**src/rtl/scan_capture_if.sv**
```systemverilog
// Scan-bus bundle between a seven-segment scanner (master) and scan_capture (slave).
// The slave side carries the rebuilt digit slots and the scan health flags back.
interface scan_capture_if;
    logic [7:0]  seg_in;
    logic [4:0]  sel_in;
    logic [39:0] q;
    logic [19:0] hex;
    logic [4:0]  hv;
    logic        frame_done;
    logic        seq_err;
    logic        bad_sel;
    logic        stale;

    modport master (
        output seg_in, sel_in,
        input  q, hex, hv, frame_done, seq_err, bad_sel, stale
    );

    modport slave (
        input  seg_in, sel_in,
        output q, hex, hv, frame_done, seq_err, bad_sel, stale
    );
endinterface

```
**src/rtl/scan_capture.sv**
```systemverilog
// Receiver for the five-digit multiplexed seven-segment scan bus: captures each
// digit slot after a stable dwell, decodes it to BCD and flags scan-order faults.
module scan_capture #(
    parameter int unsigned STABLE_CYC = 1,
    parameter int unsigned TIMEOUT    = 255
) (
    input  logic          clk,
    input  logic          rst,
    scan_capture_if.slave bus
);
    localparam logic [3:0]  STABLE   = 4'(STABLE_CYC);
    localparam logic [15:0] IDLE_MAX = 16'(TIMEOUT);

    typedef enum logic [1:0] {
        SEL_BLANK,
        SEL_SLOT,
        SEL_BAD
    } sel_kind_e;

    // Returns {valid, digit}; dp is not part of the pattern.
    function automatic logic [4:0] decode(input logic [6:0] seg);
        case (seg)
            7'h3F:   decode = {1'b1, 4'd0};
            7'h06:   decode = {1'b1, 4'd1};
            7'h5B:   decode = {1'b1, 4'd2};
            7'h4F:   decode = {1'b1, 4'd3};
            7'h66:   decode = {1'b1, 4'd4};
            7'h6D:   decode = {1'b1, 4'd5};
            7'h7D:   decode = {1'b1, 4'd6};
            7'h07:   decode = {1'b1, 4'd7};
            7'h7F:   decode = {1'b1, 4'd8};
            7'h6F:   decode = {1'b1, 4'd9};
            default: decode = {1'b0, 4'hF};
        endcase
    endfunction

    logic [7:0]  r_seg;
    logic [4:0]  r_sel;
    logic [4:0]  p_sel;
    logic [3:0]  cnt;
    logic [3:0]  cnt_nxt;
    logic [2:0]  exp_slot;
    logic [2:0]  exp_nxt;
    logic [4:0]  prog;
    logic [4:0]  prog_nxt;
    logic [15:0] idle;
    logic [15:0] idle_nxt;
    logic [39:0] q_r;
    logic [39:0] q_nxt;
    logic [19:0] hex_r;
    logic [19:0] hex_nxt;
    logic [4:0]  hv_r;
    logic [4:0]  hv_nxt;
    logic        done_r;
    logic        done_nxt;
    logic        err_r;
    logic        err_nxt;
    logic        bad_r;
    logic        bad_nxt;
    logic        stale_r;

    logic        changed;
    logic        qual;
    logic [4:0]  sel_low;
    logic [2:0]  slot;
    logic [4:0]  dec;
    sel_kind_e   kind;

    assign sel_low = ~r_sel;
    assign changed = (r_sel != p_sel);
    assign cnt_nxt = changed ? 4'd1 : ((cnt == 4'd15) ? cnt : cnt + 4'd1);
    // A dwell acts once: a counter parked at 15 must not re-qualify when STABLE_CYC is 15.
    assign qual    = (cnt_nxt == STABLE) && (changed || (cnt != STABLE));
    assign dec     = decode(r_seg[6:0]);

    always_comb begin
        // NOTE: every signal written here is given a default first, so no latch is inferred.
        slot = 3'd0;
        kind = SEL_BAD;
        if (sel_low == 5'd0) begin
            kind = SEL_BLANK;
        end else if ((sel_low & (sel_low - 5'd1)) == 5'd0) begin
            kind = SEL_SLOT;
        end
        for (int i = 0; i < 5; i++) begin
            if (sel_low[i]) slot = 3'(i);
        end
    end

    always_comb begin
        q_nxt    = q_r;
        hex_nxt  = hex_r;
        hv_nxt   = hv_r;
        exp_nxt  = exp_slot;
        prog_nxt = prog;
        done_nxt = 1'b0;
        err_nxt  = 1'b0;
        bad_nxt  = 1'b0;
        idle_nxt = (idle == IDLE_MAX) ? idle : idle + 16'd1;

        if (qual) begin
            case (kind)
                SEL_SLOT: begin
                    q_nxt[8*slot +: 8]   = r_seg;
                    hex_nxt[4*slot +: 4] = dec[3:0];
                    hv_nxt[slot]         = dec[4];
                    if (slot != exp_slot) begin
                        err_nxt  = 1'b1;
                        prog_nxt = 5'd1 << slot;
                    end else if (slot == 3'd4 && prog[3:0] == 4'hF) begin
                        done_nxt = 1'b1;
                        prog_nxt = 5'd0;
                    end else begin
                        prog_nxt = prog | (5'd1 << slot);
                    end
                    exp_nxt  = (slot == 3'd4) ? 3'd0 : slot + 3'd1;
                    idle_nxt = 16'd0;
                end
                SEL_BAD: begin
                    bad_nxt  = 1'b1;
                    prog_nxt = 5'd0;
                end
                default: ;
            endcase
        end
    end

    always_ff @(posedge clk) begin
        // NOTE: state is updated with non-blocking assignments so every register samples pre-edge values.
        if (rst) begin
            r_seg    <= 8'd0;
            r_sel    <= 5'b11111;
            p_sel    <= 5'b11111;
            cnt      <= 4'd0;
            exp_slot <= 3'd0;
            prog     <= 5'd0;
            idle     <= 16'd0;
            // NOTE: q is five byte registers, not a RAM, so it is reset along with the rest.
            q_r      <= 40'd0;
            hex_r    <= 20'd0;
            hv_r     <= 5'd0;
            done_r   <= 1'b0;
            err_r    <= 1'b0;
            bad_r    <= 1'b0;
            stale_r  <= 1'b0;
        end else begin
            r_seg    <= bus.seg_in;
            r_sel    <= bus.sel_in;
            p_sel    <= r_sel;
            cnt      <= cnt_nxt;
            exp_slot <= exp_nxt;
            prog     <= prog_nxt;
            idle     <= idle_nxt;
            q_r      <= q_nxt;
            hex_r    <= hex_nxt;
            hv_r     <= hv_nxt;
            done_r   <= done_nxt;
            err_r    <= err_nxt;
            bad_r    <= bad_nxt;
            stale_r  <= (idle_nxt == IDLE_MAX);
        end
    end

    assign bus.q          = q_r;
    assign bus.hex        = hex_r;
    assign bus.hv         = hv_r;
    assign bus.frame_done = done_r;
    assign bus.seq_err    = err_r;
    assign bus.bad_sel    = bad_r;
    assign bus.stale      = stale_r;
endmodule

```
**src/flat_wrapper.sv**
```systemverilog
// flat-port wrapper written by rule: the top's interface ports become plain ports
module scan_capture_flat 
#(
    parameter int unsigned STABLE_CYC = 1,
    parameter int unsigned TIMEOUT    = 255
)
  (clk, rst, bus_seg_in, bus_sel_in, bus_q, bus_hex, bus_hv, bus_frame_done, bus_seq_err, bus_bad_sel, bus_stale);
  scan_capture_if bus_i ();
  input  logic clk;
  input  logic rst;
  input wire logic [$bits(bus_i.seg_in)-1:0] bus_seg_in;
  input wire logic [$bits(bus_i.sel_in)-1:0] bus_sel_in;
  output wire logic [$bits(bus_i.q)-1:0] bus_q;
  output wire logic [$bits(bus_i.hex)-1:0] bus_hex;
  output wire logic [$bits(bus_i.hv)-1:0] bus_hv;
  output wire logic [$bits(bus_i.frame_done)-1:0] bus_frame_done;
  output wire logic [$bits(bus_i.seq_err)-1:0] bus_seq_err;
  output wire logic [$bits(bus_i.bad_sel)-1:0] bus_bad_sel;
  output wire logic [$bits(bus_i.stale)-1:0] bus_stale;
  assign bus_i.seg_in = bus_seg_in;
  assign bus_i.sel_in = bus_sel_in;
  assign bus_q = bus_i.q;
  assign bus_hex = bus_i.hex;
  assign bus_hv = bus_i.hv;
  assign bus_frame_done = bus_i.frame_done;
  assign bus_seq_err = bus_i.seq_err;
  assign bus_bad_sel = bus_i.bad_sel;
  assign bus_stale = bus_i.stale;
  scan_capture #(.STABLE_CYC(STABLE_CYC), .TIMEOUT(TIMEOUT)) u_core (.clk(clk), .rst(rst), .bus(bus_i));
endmodule
```
**config.mk**
```make
export PLATFORM = sky130hd
export DESIGN_NAME = scan_capture_flat
export DESIGN_NICKNAME = d
export VERILOG_FILES = /design/src/rtl/scan_capture_if.sv /design/src/rtl/scan_capture.sv /design/src/flat_wrapper.sv
export SDC_FILE = /design/constraint.sdc
export NUM_CORES = 1
export LEC_CHECK = 0
export CORE_ASPECT_RATIO = 1.25
export CORE_UTILIZATION = 42
export CTS_CLUSTER_SIZE = 30
export DETAILED_ROUTE_END_ITERATION = 12
export GPL_TIMING_DRIVEN = 0
export PLACE_DENSITY = 0.69
export SYNTH_ARGS = -nofsm -noshare
export SYNTH_HDL_FRONTEND = slang
export SYNTH_SLANG_ARGS = --single-unit
```
**constraint.sdc**
```tcl
create_clock -name clk -period 3.8 [get_ports clk]
set_clock_uncertainty 0.15 [all_clocks]
set_input_delay 0.57 -clock clk [delete_from_list [all_inputs] [get_ports clk]]
set_output_delay 0.57 -clock clk [all_outputs]
set_load 0.02 [all_outputs]
```
==> results.toml <==
[pwr]
total_power_mw = 3.14
cellLeakagePower_nw = 2.21
power.ir.vdd_worst_mv = 0.289
pwr_density_nw_per_um2 = 479

[yosys]
avgSynthCellArea_um2 = 8.53
ys_seq_area_frac = 0.459
mappedNetlistNets = 605
synth_cells = 583
synth_flop_cell = "dfxtp_1"
synthAdderAreaFrac = 0.0196
post_synth_edffs = 0
synth_compound_area_frac = 0.169
synth_simple_gate_area_share = 0.241
synthXorXnorAreaFrac = 0.0352
yosysWarnings = 0
syn_std_cell_area_um2 = 4970
synth_top_family_by_area = "simple AND/OR/NAND/NOR gates"
post_synth_main_area_contributors = "dfxtp_1 46%, a21oi_1 6.5%, nand3_1 4.6%"
muxShareOfSynthArea = 0.0262
number_of_unique_standard_cell_types_used_by_synthesis = 56
yosys.area.top_type = "dfxtp_1"
yosysTopAreaCellShare = 0.459
synth_seq_cells = 114
postSynth.asyncResetShare = 0

[detailed_routing]
routedLengthMet1_um = 5360
viasPerCell = 5.68
top_signal_layer_used = "met4"
detail_route.first_pass.iterations = 5
routed-wl-met2_um = 7170
detail_route.wl_per_cell_um = 16.6
finalWirelength_um = 13900
route.vias.total = 4750
remaining_drc_errors = 0
dr_wl_met3_um = 993
antenna_left = 0
initialDrtViolationCount = 306

[cells_and_area]
layout-drive-gt1-share = 0.0974
final_core_util = 0.567
layout.nets = 707
antennaDiodeCount = 0
final_cell_area_um2 = 6560
finalNonFillerCells = 836
areaGrowthSynthToFinish_pct = 31.9

[place]
gpl.final_weighted_congestion = 0.874
dp.final_hpwl_um = 9980
buffer_ports.inserted = 83
dp_slack_ns = 0.911
placed_cells = 804
placedInstanceArea_um2 = 5980

[global_route]
pin_count_of_the_biggest_net_entering_global_routing = 17
first_global_vias = 4620
grt_antenna_before_repair = 0
globalRouteOverflowTotal = 0
grtUsageTotal = 0.238
grt_first_pass_wirelength_um = 22500

[job]
cap_violations = 0

[cts]
cts_buffer_depth = 2
cts.repair.resized = 0
numCtsBuffers = 17
post_cts_hold_buffer_count = 0
clkLatencyLatePin_ns = 0.41
htree_levels = 4
number_of_sinks_handled_by_clock_tree_synthesis = 114
clk_pin_slew_worst_paths_ns = 0.06
cts-root-buf = "clkbuf_16"
tritoncts = "done"
cts_setup_buffers = 0

[worst_setup_path]
data_arrival_time_of_the_critical_path_ns = 3.11
critPathRequiredTime_ns = 3.99
timing.critical_path.from_type = "register"
timing.critical_path.fanout_max = 10
category_of_the_most_critical_setup_path = "register to register"
setup.worst_path.end_class = "register"

[outcome]
outcome = "finished, final reports clean"

[sta]
finalCritPeriodShare = 0.767
finalMaxSlewViolations = 0
setup_viol_count_final = 0
rsz0062_at_grt = "no"
tightest_slew_ns = 0.829
timing.final.crit_period_ns = 2.92
totalNegativeSetupSlack_ns = 0
number_of_hold_violations_in_the_final_report = 0
timing.fmax_ghz = 0.343
worst_slew_margin_rel = 0.441
postLayoutSetupSlackWorst_ns = 0.885
worst_hold_slack_ns = 0.300

[floorplanning]
core_region_area_um2 = 11600
die_boundary_width_um = 99.3
die-height_um = 124
die_area_um2 = 12300
initial_core_util = 0.430
io_pins = 84
core.rowCount = 44

[hold_path]
hold_path_class = "register to register"
-- final cells by class --
type | instances | area (um^2)
inverter | 10 | 37.5
buffer | 47 | 209
clock buffer | 18 | 439
multi-input combinational | 412 | 2440
sequential | 114 | 2280
timing repair buffer | 83 | 831
clock inverter | 14 | 143
fill | 1046 | 5000
tap | 138 | 173
-- Yosys cell counts, drive strengths merged (8+ instances only) --
| library cell | count |
|---|---|
| mux2i | 13 |
| buf | 17 |
| clkbuf | 30 |
| inv | 10 |
| xnor2 | 15 |
| or2 | 10 |
| nor2b | 11 |
| nor2 | 42 |
| nor4 | 8 |
| o21ai | 43 |
| a21oi | 65 |
| nor3 | 23 |
| nand2 | 41 |
| nand3 | 46 |
| dfxtp | 114 |
| nand4 | 10 |
-- routing by layer --
layer,up-vias,global-route usage
met5,-,0
met4,0,0.121
met3,34,0.0730
met2,173,0.425
met1,2267,0.252
li1,2276,-
-- cells in the final DEF (no fill, tap or decap), drive strengths merged, types with 17 or more instances in the layout --
cell type | Yosys | routed
dfxtp | 114 | 114
nand3 | 46 | 46
o21ai | 43 | 43
buf | 17 | 17
clkdlybuf4s50 | 0 | 83
nor2 | 42 | 42
nand2 | 41 | 41
inv | 10 | 18
a21oi | 65 | 65
nor3 | 23 | 23
clkbuf | 30 | 48
-- where the power goes --
group,internal (mW),switching [mW],total [mW]
registers,1.23,0.0261,1.26
clock network,0.936,0.616,1.55
logic,0.120,0.210,0.330
-- flip-flops by register name (all words and copies together) (netlist names) --
signal and flops:
u_core.bus.q 40, u_core.bus.hex 20, u_core.idle 16, u_core.r_seg 8
u_core.bus.hv 5, u_core.p_sel 5, u_core.r_sel 5, u_core.cnt 4
u_core.prog 4, u_core.exp_slot 3, u_core.bus.bad_sel 1, u_core.bus.frame_done 1
u_core.bus.seq_err 1, u_core.bus.stale 1
-- cell families (layout without fill, tap and decap cells) --
kind of cell,count (synthesis),in the layout
simple gates,229,229
compound gates,142,142
flops,114,114
buf+inv,57,172
xor+xnor,20,20
mux,13,13
fa+ha+maj,8,8
-- critical path, stage by stage (launching register included) --
cell	delay [ns]
dfxtp_1	0.42
ha_1	0.24
and3b_1	0.20
a21oi_1	0.05
or4b_1	0.48
buf_6	0.16
a21oi_1	0.27
clkbuf_1	0.46
nand4_1	0.22
a21oi_1	0.19
-- final timing paths --
check / start / endpoint / slack (ns) / cells past startpoint
worst max-delay path: u_core.cnt[0]$_SDFF_PP0_ / u_core.bus.q[16]$_SDFFE_PP0P_ / 0.88 / 9
worst min-delay path: u_core.bus.q[25]$_SDFFE_PP0P_ / u_core.bus.q[25]$_SDFFE_PP0P_ / 0.30 / 2
worst max register to register: u_core.cnt[0]$_SDFF_PP0_ / u_core.bus.q[16]$_SDFFE_PP0P_ / 0.88 / 9
worst min register to register: u_core.bus.q[25]$_SDFFE_PP0P_ / u_core.bus.q[25]$_SDFFE_PP0P_ / 0.30 / 2
Power figures use the tool's default switching activity.
